===== config.mk =====
export PLATFORM = sky130hd
export DESIGN_NAME = stress_trend
export DESIGN_NICKNAME = d
export VERILOG_FILES = /design/src/rtl/stress_trend.sv
export SDC_FILE = /design/constraint.sdc
export NUM_CORES = 1
export LEC_CHECK = 0
export ABC_AREA = 1
export CORE_ASPECT_RATIO = 0.75
export CORE_UTILIZATION = 40
export DETAILED_ROUTE_END_ITERATION = 10
export SYNTH_ARGS = -nofsm -noshare
export SYNTH_HDL_FRONTEND = slang
export SYNTH_SLANG_ARGS = --single-unit

===== constraint.sdc =====
create_clock -name clk -period 2.9 [get_ports clk]
set_input_delay 0.725 -clock clk [delete_from_list [all_inputs] [get_ports clk]]
set_output_delay 0.725 -clock clk [all_outputs]
set_load 0.02 [all_outputs]

===== src/rtl/stress_trend.sv =====
// Two-channel stress trend detector: quantise, hysteresis compare, N-step confirm.
// Ports: clk, r (async high), sample_valid, huilVolume, hartslag -> stressLaag, stressHoog, calmPulse, trend, primed.
module stress_trend #(
  parameter int W         = 8,
  parameter int Q         = 3,
  parameter int HYST      = 1,
  parameter int N_CONFIRM = 4,
  parameter int TIMEOUT   = 1000
) (
  input  logic         clk,
  input  logic         r,
  input  logic         sample_valid,
  input  logic [W-1:0] huilVolume,
  input  logic [W-1:0] hartslag,
  output logic         stressLaag,
  output logic         stressHoog,
  output logic         calmPulse,
  output logic [1:0]   trend,
  output logic         primed
);

  localparam int CW = $clog2(N_CONFIRM + 1);
  localparam int IW = $clog2(TIMEOUT + 1);
  localparam logic [Q:0]    HY    = (Q+1)'(HYST);
  localparam logic [CW-1:0] NC    = CW'(N_CONFIRM);
  localparam logic [IW-1:0] TLAST = IW'(TIMEOUT - 1);

  typedef enum logic [1:0] {
    NEUTRAL   = 2'b00,
    CALMING   = 2'b01,
    AGITATING = 2'b10
  } state_t;

  state_t        state, state_n;
  logic [Q-1:0]  prev_h, prev_b, hq, bq;
  logic [CW-1:0] down_cnt, up_cnt, down_n, up_n;
  logic [IW-1:0] idle;
  logic [Q:0]    dh_dn, dh_up, db_dn, db_up;
  logic          h_dn, h_up, b_dn, b_up;
  logic          step_up, step_dn;

  // Low sample bits are intentionally discarded by quantisation.
  wire unused_bits = &{1'b0, huilVolume, hartslag};

  assign hq    = huilVolume[W-1 -: Q];
  assign bq    = hartslag[W-1 -: Q];
  assign trend = state;

  always_comb begin
    dh_dn = {1'b0, prev_h} - {1'b0, hq};
    dh_up = {1'b0, hq} - {1'b0, prev_h};
    db_dn = {1'b0, prev_b} - {1'b0, bq};
    db_up = {1'b0, bq} - {1'b0, prev_b};
    // Magnitude guard keeps wrapped differences from counting.
    h_dn = (prev_h > hq) && (dh_dn >= HY);
    h_up = (hq > prev_h) && (dh_up >= HY);
    b_dn = (prev_b > bq) && (db_dn >= HY);
    b_up = (bq > prev_b) && (db_up >= HY);
    step_up = h_up | b_up;
    step_dn = (h_dn | b_dn) & ~step_up;

    down_n = down_cnt;
    up_n   = up_cnt;
    if (step_up) begin
      up_n   = (up_cnt == NC) ? NC : up_cnt + CW'(1);
      down_n = '0;
    end else if (step_dn) begin
      down_n = (down_cnt == NC) ? NC : down_cnt + CW'(1);
      up_n   = '0;
    end

    state_n = state;
    unique case (state)
      NEUTRAL: begin
        if (down_n == NC)    state_n = CALMING;
        else if (up_n == NC) state_n = AGITATING;
      end
      CALMING:   if (step_up) state_n = NEUTRAL;
      AGITATING: if (step_dn) state_n = NEUTRAL;
      default:   state_n = NEUTRAL;
    endcase
  end

  always_ff @(posedge clk or posedge r) begin
    if (r) begin
      state      <= NEUTRAL;
      prev_h     <= '0;
      prev_b     <= '0;
      down_cnt   <= '0;
      up_cnt     <= '0;
      idle       <= '0;
      primed     <= 1'b0;
      stressLaag <= 1'b0;
      stressHoog <= 1'b0;
      calmPulse  <= 1'b0;
    end else begin
      calmPulse <= 1'b0;
      if (sample_valid) begin
        idle   <= '0;
        prev_h <= hq;
        prev_b <= bq;
        if (!primed) begin
          primed <= 1'b1;
        end else begin
          down_cnt   <= down_n;
          up_cnt     <= up_n;
          state      <= state_n;
          stressLaag <= (state_n == CALMING);
          stressHoog <= (state_n == AGITATING);
          calmPulse  <= (state == NEUTRAL) && (state_n == CALMING);
        end
      end else if (primed) begin
        // Idle only counts while history exists, so it rests at 0 after a flush.
        if (idle == TLAST) begin
          idle       <= '0;
          primed     <= 1'b0;
          down_cnt   <= '0;
          up_cnt     <= '0;
          state      <= NEUTRAL;
          stressLaag <= 1'b0;
          stressHoog <= 1'b0;
        end else begin
          idle <= idle + IW'(1);
        end
      end
    end
  end

endmodule


==> out/summary.txt <==
status: finished, violations left
failing checks: DRC
FF-to-FF End: trend[1]$_DFFE_PP0P_
final WL: 3820 um
post-route ant nets: 0
Area contributors post-synth: dfrtp_1 35%, nand2_1 11%, ha_1 11%, inv_1 8.2%, fa_1 8.0%
final hold vios: 0
min Tclk post-route: 2.82 ns
P&R area growth vs syn: 22.0%
Die X: 83.9 um
Worst EP arrival: 3.04 ns
r2r startpoint: prev_b[0]$_DFFE_PP0P_
Rows: 21
Iter 0 DRT Violations: 153
initial core utilization: 43.2%
initial antenna violation count: 0
Worst Hold Path EP: stressLaag$_DFFE_PP0P_
CTS Buf Count: 3
Avg Cell Area, Syn: 8.01 um2
Initial DRT Pass Iterations: 9
max-slew violations: 0
register bit count reported by yosys: 28
GRT Residual Overflow: 0
Clk pin slew, worst setup/hold paths: 0.09 ns
CTS tree: built
setup violators final: 0
crit-path max FO: 6
crit start category: input pin
hold path startpoint: stressLaag$_DFFE_PP0P_
worst hold path class: reg -> reg
first-pass GRT wire length: 6620 um
post-synth top area cell: dfrtp_1
Least-Margin Pin Slew: 0.412 ns
R2R Setup Slk: 0.18 ns
Yosys warnings: 0
port bufs: 14
total power: 1.19 mW
maximum VDD drop: 0.154 mV
# Max-Cap Violations: 0
total number of vias: 1615
most frequent cells in the layout: 59 x nand2_1, 41 x inv_1, 28 x dfrtp_1
pre-CTS WS: -0.591 ns
Synth top area share: 34.8%
largest net degree at the start of global routing: 29
f_max: 0.355 GHz
DP HPWL: 2840 um
vias in the first global route: 1450
GPL Wtd Cong: 0.767
layout cells sized above 1: 18.6%
WL/cell: 11.2 um
Slew headroom: 72.3%
setup ws final: 0.0799 ns
Netlist Area Pre-Place: 2010 um2
hold path depth: 2
Power Dens Cells: 484 nW/um2
number of buffers on the longest clock path: 2
Net Count, Synth: 295
Tot GR Track Use: 15.7%
die area: 5320 um2
# H-tree levels: 1
Cell variety after synth: 31
Critical Path Sink Type: flop
Ports: 25
root buf cell: clkbuf_8
post-layout util: 52.8%
Remaining DRCs: 4
period utilisation layout: 97.2%
Worst Skew: 0.00254 ns
CTS sink count: 28
Critical Path RT: 3.12 ns
nets: 331
Syn Inst Count: 251
worst reg2reg path depth: 16
vias per cell: 4.72
register area share after synthesis: 34.8%
commonest non-fill, non-tap cell in the layout: nand2_1
Die Height: 63.4 um
Antenna Cells: 0
hold buffer count at cts: 0
Clock Latency Late Sink: 0.27 ns
Static Leak: 1.25 nW
Setup Crit Path Kind: in -> reg
area of the core: 4650 um2
[cells in the mapped netlist (all sizes together)]
| cell type | number |
|---|---|
| nand2 | 66 |
| a32o | 1 |
| clkinv | 1 |
| a21boi | 1 |
| buf | 1 |
| and3 | 3 |
| nor4 | 1 |
| a21oi | 8 |
| nand3 | 19 |
| dfrtp | 28 |
| inv | 44 |
| ha | 17 |
| xor2 | 5 |
| nor3 | 2 |
| nor2 | 20 |
| nand3b | 2 |
| fa | 8 |
| o21ai | 16 |
| o31ai | 1 |
| o21bai | 1 |
| a211oi | 1 |
| clkbuf | 1 |
| o22ai | 4 |
[metal layers]
metal	global-route usage, %	routed length [um]
met2	21.9	1520
met3	3.54	179
met4	3.88	34
met5	0	0
met1	24.3	2090
[worst max-delay path by stage]
stage                        endpoint     startpoint  slack [ns]
2_1_floorplan  stressHoog$_DFFE_PP0P_  huilVolume[5]        0.12
3_3_place_gp   stressHoog$_DFFE_PP0P_    hartslag[5]       -0.57
3_5_place_dp     trend[1]$_DFFE_PP0P_    hartslag[5]       -0.59
4_1_cts          trend[1]$_DFFE_PP0P_  huilVolume[5]       0.001
5_1_grt          trend[1]$_DFFE_PP0P_    hartslag[5]       -0.04
6_report         trend[1]$_DFFE_PP0P_    hartslag[5]        0.08
[sequential cells by signal, summed over array words and instances (netlist names)]
| signal | cells |
|---|---|
| idle | 10 |
| prev_b | 3 |
| stressLaag | 1 |
| up_cnt | 3 |
| down_cnt | 3 |
| stressHoog | 1 |
| prev_h | 3 |
| trend | 2 |
| calmPulse | 1 |
| primed | 1 |
[worst max-delay path, stage by stage]
cell and delay (ns):
clkbuf_2 0.12, ha_4 0.17, fa_2 0.35, fa_1 0.54
and3_1 0.17, nand2_1 0.08, nand2_2 0.09, nand2_4 0.08
buf_6 0.14, o21ai_4 0.15, nand3_2 0.08, nor2_1 0.10
nand2_1 0.06, nand2_1 0.06, nand2_2 0.05, nand2_1 0.07
[metrics by stage]
step	hold slack, ns	setup TNS (ns)	instances	instance area, um2
finish	0.486	0	342	2450
global route	0.508	-0.0762	342	2450
CTS	0.494	0	341	2420
detailed placement	0.470	-4.76	332	2300
global placement	0.466	-4.49	332	2300
floorplan	0.486	0	251	2010
[what timing repair did]
action / 4_1_cts / 5_1_grt
endpoints found under the setup margin: 10 / 6
resized for setup: 17 / 15
buffers inserted: 6 / 1
pin swaps: 10 / 12
hold endpoints to repair: 0 / 0
[kinds of logic after synthesis]
| kind of cell | count (synthesis) | synth area share (%) |
|---|---|---|
| buffers and inverters | 47 | 9.08 |
| and+or+nand+nor | 113 | 25.8 |
| AOI/OAI and AO/OA | 33 | 9.58 |
| adders and majority gates | 25 | 18.5 |
| DFF | 28 | 34.8 |
| xor gates and xnor gates | 5 | 2.18 |
[cell type report]
class                      count  area (um2)
clock buffer                   3        41.3
fill                         424        2200
inverter                      45         176
multi-input combinational    176        1190
sequential                    28         701
tap                           57        71.3
timing repair buffer          33         278
[power breakdown]
group	internal, mW	total, mW	switching, mW
Clock	0.0933	0.208	0.114
Sequential	0.435	0.474	0.0382
Combinational	0.224	0.507	0.283
(Power assumes the default switching activity.)
